**src/rtl/piso_tx.sv**
```systemverilog
// piso_tx: parallel-in / serial-out transmitter.
// Accepts WIDTH-bit words on a valid/ready handshake and emits them one bit
// per clock on sout, qualified by sout_valid, with last marking the final
// bit. A one-entry holding buffer lets the next word wait behind the word
// being shifted, so consecutive words stream out with no idle cycle between.

module piso_tx #(
  parameter int WIDTH     = 4,
  parameter bit MSB_FIRST = 1'b1
) (
  input  logic             clk,
  input  logic             rst_n,
  input  logic [WIDTH-1:0] din,
  input  logic             din_valid,
  output logic             din_ready,
  output logic             sout,
  output logic             sout_valid,
  output logic             last,
  output logic             busy
);

  localparam int CNT_W = (WIDTH > 1) ? $clog2(WIDTH) : 1;
  localparam logic [CNT_W-1:0] CNT_LAST = CNT_W'(WIDTH - 1);

  typedef enum logic {
    IDLE  = 1'b0,
    SHIFT = 1'b1
  } state_t;

  state_t             state_q,      state_d;
  logic [WIDTH-1:0]   shifter_q,    shifter_d;
  logic [CNT_W-1:0]   cnt_q,        cnt_d;
  logic [WIDTH-1:0]   buf_q,        buf_d;
  logic               buf_full_q,   buf_full_d;
  logic               sout_q,       sout_d;
  logic               sout_valid_q, sout_valid_d;
  logic               last_q,       last_d;

  logic               accept;
  logic               shifter_free;
  logic               load_from_buf;
  logic               load_from_din;
  logic [WIDTH-1:0]   load_word;
  logic [CNT_W-1:0]   cnt_next;

  // Bit that leaves the word first, according to the configured order.
  function automatic logic first_bit(input logic [WIDTH-1:0] w);
    if (MSB_FIRST)
      first_bit = w[WIDTH-1];
    else
      first_bit = w[0];
  endfunction

  // Word with its outgoing bit removed, so the next bit sits in the exit slot.
  function automatic logic [WIDTH-1:0] advance(input logic [WIDTH-1:0] w);
    if (MSB_FIRST)
      advance = {w[WIDTH-2:0], 1'b0};
    else
      advance = {1'b0, w[WIDTH-1:1]};
  endfunction

  // Handshake qualifiers; ready is held low while reset is asserted.
  always_comb begin
    din_ready     = rst_n && !buf_full_q;
    accept        = din_valid && din_ready;
    shifter_free  = (state_q == IDLE) || last_q;
    load_from_buf = shifter_free && buf_full_q;
    load_from_din = shifter_free && !buf_full_q && accept;
    load_word     = load_from_buf ? buf_q : din;
    cnt_next      = cnt_q + 1'b1;
  end

  // Next-state logic for the shifter, counter, buffer and registered outputs.
  always_comb begin
    state_d      = state_q;
    shifter_d    = shifter_q;
    cnt_d        = cnt_q;
    buf_d        = buf_q;
    buf_full_d   = buf_full_q;
    sout_d       = sout_q;
    sout_valid_d = sout_valid_q;
    last_d       = last_q;

    if (load_from_buf || load_from_din) begin
      // A fresh word starts: its first bit appears on the next cycle.
      state_d      = SHIFT;
      sout_d       = first_bit(load_word);
      shifter_d    = advance(load_word);
      cnt_d        = '0;
      sout_valid_d = 1'b1;
      last_d       = 1'b0;
    end else if (state_q == SHIFT) begin
      if (last_q) begin
        // Final bit done and nothing queued: fall back to a quiet line.
        state_d      = IDLE;
        shifter_d    = '0;
        cnt_d        = '0;
        sout_d       = 1'b0;
        sout_valid_d = 1'b0;
        last_d       = 1'b0;
      end else begin
        sout_d       = first_bit(shifter_q);
        shifter_d    = advance(shifter_q);
        cnt_d        = cnt_next;
        last_d       = (cnt_next == CNT_LAST);
      end
    end

    // The buffer empties when its word moves into the shifter.
    if (load_from_buf) begin
      buf_full_d = 1'b0;
    end

    // A word arriving while the shifter is still busy waits in the buffer.
    if (accept && !shifter_free) begin
      buf_d      = din;
      buf_full_d = 1'b1;
    end
  end

  // State and output registers; reset discards any word in flight or queued.
  always_ff @(posedge clk or negedge rst_n) begin
    if (!rst_n) begin
      state_q      <= IDLE;
      shifter_q    <= '0;
      cnt_q        <= '0;
      buf_q        <= '0;
      buf_full_q   <= 1'b0;
      sout_q       <= 1'b0;
      sout_valid_q <= 1'b0;
      last_q       <= 1'b0;
    end else begin
      state_q      <= state_d;
      shifter_q    <= shifter_d;
      cnt_q        <= cnt_d;
      buf_q        <= buf_d;
      buf_full_q   <= buf_full_d;
      sout_q       <= sout_d;
      sout_valid_q <= sout_valid_d;
      last_q       <= last_d;
    end
  end

  // Outputs come straight from flops so the serial line is glitch-free.
  always_comb begin
    sout       = sout_q;
    sout_valid = sout_valid_q;
    last       = last_q;
    busy       = (state_q == SHIFT) || buf_full_q;
  end

endmodule

```
**config.mk**
```make
export PLATFORM = sky130hd
export DESIGN_NAME = piso_tx
export DESIGN_NICKNAME = d
export VERILOG_FILES = /design/src/rtl/piso_tx.sv
export SDC_FILE = /design/constraint.sdc
export NUM_CORES = 1
export LEC_CHECK = 0
export ABC_AREA = 1
export CORE_MARGIN = 1
export CORE_UTILIZATION = 54
export DETAILED_ROUTE_END_ITERATION = 8
export GPL_ROUTABILITY_DRIVEN = 0
export PLACE_DENSITY = 0.84
export SYNTH_ARGS = -nofsm -noshare
export SYNTH_HDL_FRONTEND = slang
export SYNTH_SLANG_ARGS = --single-unit
```
**constraint.sdc**
```tcl
create_clock -name clk -period 2.5 [get_ports clk]
set_input_delay 0.5 -clock clk [delete_from_list [all_inputs] [get_ports clk]]
set_output_delay 0.5 -clock clk [all_outputs]
set_load 0.005 [all_outputs]
```
==> results of run 1 <==
## registers in the layout (all words and copies together) (netlist names)
register,count
buf_full_q,1
buf_q,4
cnt_q,2
last,1
shifter_q,3
sout,1
sout_valid,1
state_q,1
## placed cells by master (no fill, tap or decap)
| cell | synthesis | routed |
|---|---|---|
| nand2_1 | 33 | 33 |
| dfrtp_1 | 14 | 14 |
| clkdlybuf4s50_1 | 0 | 11 |
| inv_1 | 8 | 8 |
| o21ai_0 | 7 | 7 |
| nand3_1 | 6 | 6 |
| nand2_4 | 3 | 3 |
| clkbuf_4 | 0 | 3 |
| nor2_1 | 2 | 2 |
| inv_2 | 2 | 2 |
| o21ai_1 | 2 | 2 |
| o22ai_1 | 2 | 2 |
| inv_4 | 1 | 1 |
| a21oi_1 | 1 | 1 |
| nand3_4 | 1 | 1 |
| nand2_2 | 1 | 1 |
| nor2_2 | 1 | 1 |
| nor2_4 | 1 | 1 |
| ha_1 | 1 | 1 |
| clkbuf_8 | 0 | 1 |
| buf_4 | 1 | 1 |
## per-stage QoR
step	utilization	cell area, sq um
after CTS	0.749	877
final	0.749	877
after detailed placement	0.718	841
after global placement	0.718	841
after floorplan	-	724
after global routing	0.749	877
## Yosys cell counts
cell	count	area, sq um
nand2_1	33	124
dfrtp_1	14	350
inv_1	8	30.0
o21ai_0	7	35.0
nand3_1	6	30.0
nand2_4	3	33.8
inv_2	2	7.51
nor2_1	2	7.51
o21ai_1	2	10.0
o22ai_1	2	12.5
a21oi_1	1	5.00
buf_4	1	7.51
buf_6	1	11.3
ha_1	1	12.5
inv_4	1	6.26
nand2_2	1	6.26
nand3_4	1	17.5
nor2_2	1	6.26
nor2_4	1	11.3
## layout make-up
| cell class | instances | area (sq um) | area share |
|---|---|---|---|
| Inverter | 11 | 43.8 | 0.0499 |
| Sequential cell | 14 | 350 | 0.399 |
| Tap cell | 14 | 17.5 | 0.0200 |
| Timing Repair Buffer | 12 | 118 | 0.134 |
| Multi-Input combinational cell | 61 | 312 | 0.355 |
| Clock buffer | 4 | 36.3 | 0.0414 |
## worst min-delay path, cell delays in order (launching register included)
cell,delay [ns]
dfrtp_1,0.35
nand2_1,0.05
nand2_1,0.05
## how the worst max path moves through the flow
stage / to / slack, ns / startpoint / depth (start not counted)
finish: din_ready / 0.40 / rst_n / 4
global route: din_ready / 0.28 / rst_n / 4
CTS: din_ready / 0.39 / rst_n / 4
detailed placement: din_ready / 0.40 / rst_n / 4
global placement: din_ready / 0.38 / rst_n / 4
floorplan: din_ready / 1.38 / rst_n / 2
## layer usage
metal  global-route usage  vias to the layer above
met5                    0                        -
met4                0.103                        0
met3               0.0520                        4
met2                0.363                       16
met1                0.271                      255
li1                     -                      306
## cell families (layout without fill, tap and decap cells)
| group | Yosys count | after routing | synth area share |
|---|---|---|---|
| buffers and inverters | 13 | 27 | 0.0864 |
| AO/OA/AOI/OAI | 12 | 12 | 0.0863 |
| AND/OR/NAND/NOR | 48 | 48 | 0.326 |
| flip-flops | 14 | 14 | 0.484 |
| adder cells (fa/ha/maj) | 1 | 1 | 0.0173 |
## power by group through the flow
stage	Combinational, W	Sequential [W]	Clock, W
floorplan	0.000360	0.000374	0
global placement	0.000434	0.000392	0
detailed placement	0.000446	0.000396	0
CTS	0.000450	0.000394	0.000165
global route	0.000513	0.000406	0.000174
finish	0.000445	0.000394	0.000161
==> run_results.csv, run 1 <==
group,metric,value,unit
drt,drtIter0Drc,10,
worst_setup_path,path_max_fanout,2,
finish,n_antenna_cell,0,
logic_synthesis,synth_warnings,0,
worst_setup_path,rr_startpoint,"buf_full_q$_DFFE_PN0P_",
run_status,status,"complete, no violations",
grt,grt_first_pass_wirelength,2.20,mm
drt,wl_per_cell,10.4,microns
die,fp.dieH,38.6,microns
grt,grtUsageTotal,0.221,
clocking,cts_buffer_depth,2,
sta,setup_viol,0,
sta,finClkSkew,0.00144,ns
finish,drive_gt1_frac,0.147,
placement,numPortBuffers,11,
sta,worst_slack,0.396,ns
clocking,postCtsSetupBuffers,0,
pwr,power.density,1140,nW/um^2
worst_setup_path,r2r_setup_slack,1.28,ns
min_path,min_from,"sout$_DFFE_PN0P_",
worst_setup_path,r2r_end,"shifter_q[1]$_DFFE_PN0P_",
pwr,combPwrFrac,0.445,
sta,rsz0062_at_grt,"false",
worst_setup_path,crit_path_start_kind,"input port",
flow_run,maxCapViolCount,0,
drt,ant_nets,0,
sta,finalCritPeriodShare,0.842,
clocking,cts_root_buf,"clkbuf_4",
placement,dp.cells,112,
min_path,hold_depth,2,
grt,overflow,0,
clocking,ctsHoldBuffers,0,
worst_setup_path,crit_type,"input port to primary output",
drt,wl_met3,48,microns
sta,fin_crit,2.10,ns
grt,grt_pass1_vias,541,
drt,route.final.wire_length,1.21,mm
worst_setup_path,cp.required,2.00,ns
logic_synthesis,syn_inst,88,
drt,vias_per_cell,5.01,
worst_setup_path,max_stage_delay,0.50,ns
sta,finalMaxSlewViolations,0,
grt,grt_max_degree,17,
pwr,max-vdd-ir-drop,572,uV
die,ios,12,
finish,fin_nets,111,
finish,instances_no_fill,116,
placement,dp_slack,0.402,ns
min_path,min_path_type,"register to register",
drt,drc,0,
die,die_x,38.6,microns
placement,dp_hpwl,882,microns
die,core,1170,sq um
drt,dr.pass1.iters,4,
sta,hold_ws,0.480,ns
die,die_area,1490,sq um
clocking,cts_buffers,3,
sta,worst_slew_pin_slew,0.303,ns
min_path,min_to,"sout$_DFFE_PN0P_",
pwr,total_power,0.00100,W
logic_synthesis,ys_ff_latch,14,
worst_setup_path,cp.arrival,1.60,ns
clocking,htree_levels,1,
grt,grt_antenna_before_repair,0,
drt,num_vias,581,
sta,tns,0,ns
pwr,p_int,0.000603,W
finish,fillers,101,
worst_setup_path,end_kind,"primary output",
logic_synthesis,syn_area,724,sq um
pwr,pwr-share-clk,0.161,
worst_setup_path,slowest_stage,"clkdlybuf4s50_1",
logic_synthesis,syn-mean-instance-area,8.23,sq um
clocking,clk_pin_slew_worst_paths,0.08,ns
die,rows,12,
clocking,post_cts_resized,0,
drt,wl_met1,551,microns
sta,max_freq,0.475,GHz
clocking,cts_tree,"yes",
pwr,switching_power,0.000397,W
worst_setup_path,cp_top_family,"buffers and inverters",
worst_setup_path,path_common_cell,"clkdlybuf4s50_1",
pwr,switching_share,0.397,
drt,wl_met2,592,microns
logic_synthesis,synth_nets,96,
die,start_util,0.619,
pwr,power_leakage,0.445,nW
drt,top_layer_used,"met4",
clocking,cts.sinks,14,
clocking,insertion_delay,0.28,ns
sta,hold_violations,0,
sta,maxSlewHeadroom,0.798,
worst_setup_path,crit_buf_inv,3,
finish,area_delta_synth_final,21.1,%
worst_setup_path,worstPathCellList,"clkdlybuf4s50_1, inv_1, nor2_1, clkdlybuf4s50_1",
pwr,seq_power_share,0.394,
logic_synthesis,synth-seq-area-share,0.484,
logic_synthesis,synth_cell_types,19,
worst_setup_path,worstRegToRegCells,8,
Note: power is estimated with default switching activity, not from simulation.
==> inputs of run 2 (changes only) <==
Settings changed: CORE_UTILIZATION 54 to 45, PLACE_DENSITY 0.84 to 0.75.
Clock period 2.5 ns to 1.8 ns, I/O delays scaled along.
==> run_results.csv, run 2 (synthesis gave the netlist of run 1 again) <==
group,metric,value,unit
run_status,status,"complete, no violations",
worst_setup_path,end_kind,"primary output",
sta,fin_crit,1.71,ns
clocking,cts_buffer_depth,2,
worst_setup_path,worstRegToRegCells,6,
grt,grt_pass1_vias,563,
placement,dp_hpwl,950,microns
clocking,htree_levels,1,
worst_setup_path,crit_path_start_kind,"register",
worst_setup_path,path_max_fanout,8,
min_path,min_path_type,"input port to asynchronous set/reset pin",
clocking,ctsHoldBuffers,0,
sta,finClkSkew,0.00240,ns
placement,numPortBuffers,11,
die,fp.dieH,42.1,microns
sta,hold_violations,0,
pwr,power_leakage,0.446,nW
clocking,cts_tree,"yes",
worst_setup_path,rr_startpoint,"state_q$_DFF_PN0_",
sta,rsz0062_at_grt,"false",
finish,final_util,0.585,
worst_setup_path,worstSetupEndpoint,"busy",
die,start_util,0.481,
sta,worst_slew_pin_slew,0.216,ns
finish,area_delta_synth_final,21.6,%
clocking,cts_root_buf,"clkbuf_4",
clocking,cts.sinks,14,
pwr,max-vdd-ir-drop,883,uV
finish,n_antenna_cell,0,
finish,drive_gt1_frac,0.175,
grt,grt_max_degree,17,
drt,ant_nets,0,
worst_setup_path,crit_type,"register to primary output",
drt,wl_per_cell,10.7,microns
placement,dp_slack,-0.0564,ns
worst_setup_path,cp.arrival,1.35,ns
drt,dr.pass1.iters,4,
finish,layout_commonest_cell,"nand2_1",
grt,grt_antenna_before_repair,0,
sta,finalMaxSlewViolations,0,
finish,reg.largest.list,"buf_q: 4 flops, shifter_q: 3 flops, cnt_q: 2 flops",
die,die_x,42.1,microns
sta,maxSlewHeadroom,0.856,
worst_setup_path,cp-startpoint,"buf_full_q$_DFFE_PN0P_",
pwr,power.density,1530,nW/um^2
finish,largest_register,"buf_q",
drt,route.final.wire_length,1.27,mm
sta,finalCritPeriodShare,0.948,
worst_setup_path,r2r_end,"sout$_DFFE_PN0P_",
die,ios,12,
grt,overflow,0,
flow_run,maxCapViolCount,0,
finish,mostFrequentLayoutCells,"nand2_1 (33), dfrtp_1 (13), clkdlybuf4s50_1 (10), inv_1 (7), o21ai_0 (7)",
drt,num_vias,580,
sta,max_freq,0.586,GHz
clocking,clk_pin_slew_worst_paths,0.07,ns
worst_setup_path,cp.required,1.44,ns
die,rows,14,
sta,setup_viol,0,
drt,vias_per_cell,4.87,
grt,grtUsageTotal,0.172,
die,core,1510,sq um
clocking,insertion_delay,0.27,ns
drt,drtIter0Drc,8,
sta,worst_slack,0.0941,ns
drt,drc,0,
finish,fin_nets,113,
clocking,cts_buffers,3,
grt,grt_first_pass_wirelength,2.28,mm
finish,largest_reg_flops,4,
die,die_area,1770,sq um
worst_setup_path,r2r_setup_slack,0.58,ns
[run 2: cell count changes in the layout (fill, tap and decap cells not counted)]
cell	previous run	this run
inv_1	8	7
clkdlybuf4s50_1	11	10
dlygate4sd2_1	0	1
dfrtp_1	14	13
inv_2	2	3
dfrtp_2	0	1
buf_4	1	3
clkbuf_8	1	0
[run 2: report_power, final]
| group | switching (W) | internal, W | total (W) |
|---|---|---|---|
| clock network | 0.0000901 | 0.0000775 | 0.000168 |
| registers | 0.0000933 | 0.000459 | 0.000552 |
| logic | 0.000358 | 0.000270 | 0.000628 |
| total | 0.000541 | 0.000807 | 0.00135 |
[run 2: layout make-up]
class                      instances  area (sq um)
multi-input combinational         61           312
inverter                          11          43.8
sequential                        14           352
tap                               16          20.0
clock buffer                       3          22.5
fill                             150           626
timing repair buffer              14           131
[run 2: critical path, stage by stage (launching register included)]
cell and delay (ns):
dfrtp_2 0.46, inv_4 0.06, nand2_1 0.06, clkdlybuf4s50_1 0.49
[run 2: worst min-delay path by stage]
stage / cells past startpoint / slack, ns / end
floorplan: 0 / 0.06 / buf_full_q$_DFFE_PN0P_
global placement: 2 / 0.46 / sout$_DFFE_PN0P_
global route: 2 / 0.49 / cnt_q[0]$_DFFE_PN0P_
CTS: 2 / 0.47 / shifter_q[2]$_DFFE_PN0P_
finish: 2 / 0.46 / cnt_q[1]$_DFFE_PN0P_
detailed placement: 2 / 0.47 / sout$_DFFE_PN0P_
[run 2: metrics by stage]
step / std cells / total power [W] / TNS (ns) / hold slack [ns] / area [sq um]
global placement: 116 / 0.00117 / -0.0474 / 0.457 / 858
global route: 119 / 0.00147 / 0 / 0.494 / 881
CTS: 119 / 0.00136 / 0 / 0.469 / 880
finish: 119 / 0.00135 / 0 / 0.461 / 881
floorplan: 88 / 0.00102 / 0 / 0.0644 / 724
detailed placement: 116 / 0.00120 / -0.0564 / 0.467 / 858
[run 2: timing repair]
action / in CTS / in global routing
setup endpoints to repair: 1 / 1
gates resized for setup: 1 / 2
pin swaps: 0 / 0
cloned: 0 / 0
setup buffers: 0 / 0
[run 2: metal layers]
layer / GRT usage / part of all wire / vias up
met1: 0.230 / 0.47 / 253
li1: - / - / 309
met5: 0 / 0 / -
met4: 0.0938 / 0.024 / 0
met3: 0.0302 / 0.039 / 5
met2: 0.266 / 0.46 / 13
==> inputs of run 3 (changes only) <==
Settings changed: CAP_MARGIN set to 0.
==> results of run 3 <==
Same layout as run 2: the final DEF is identical, and so are final timing and power.
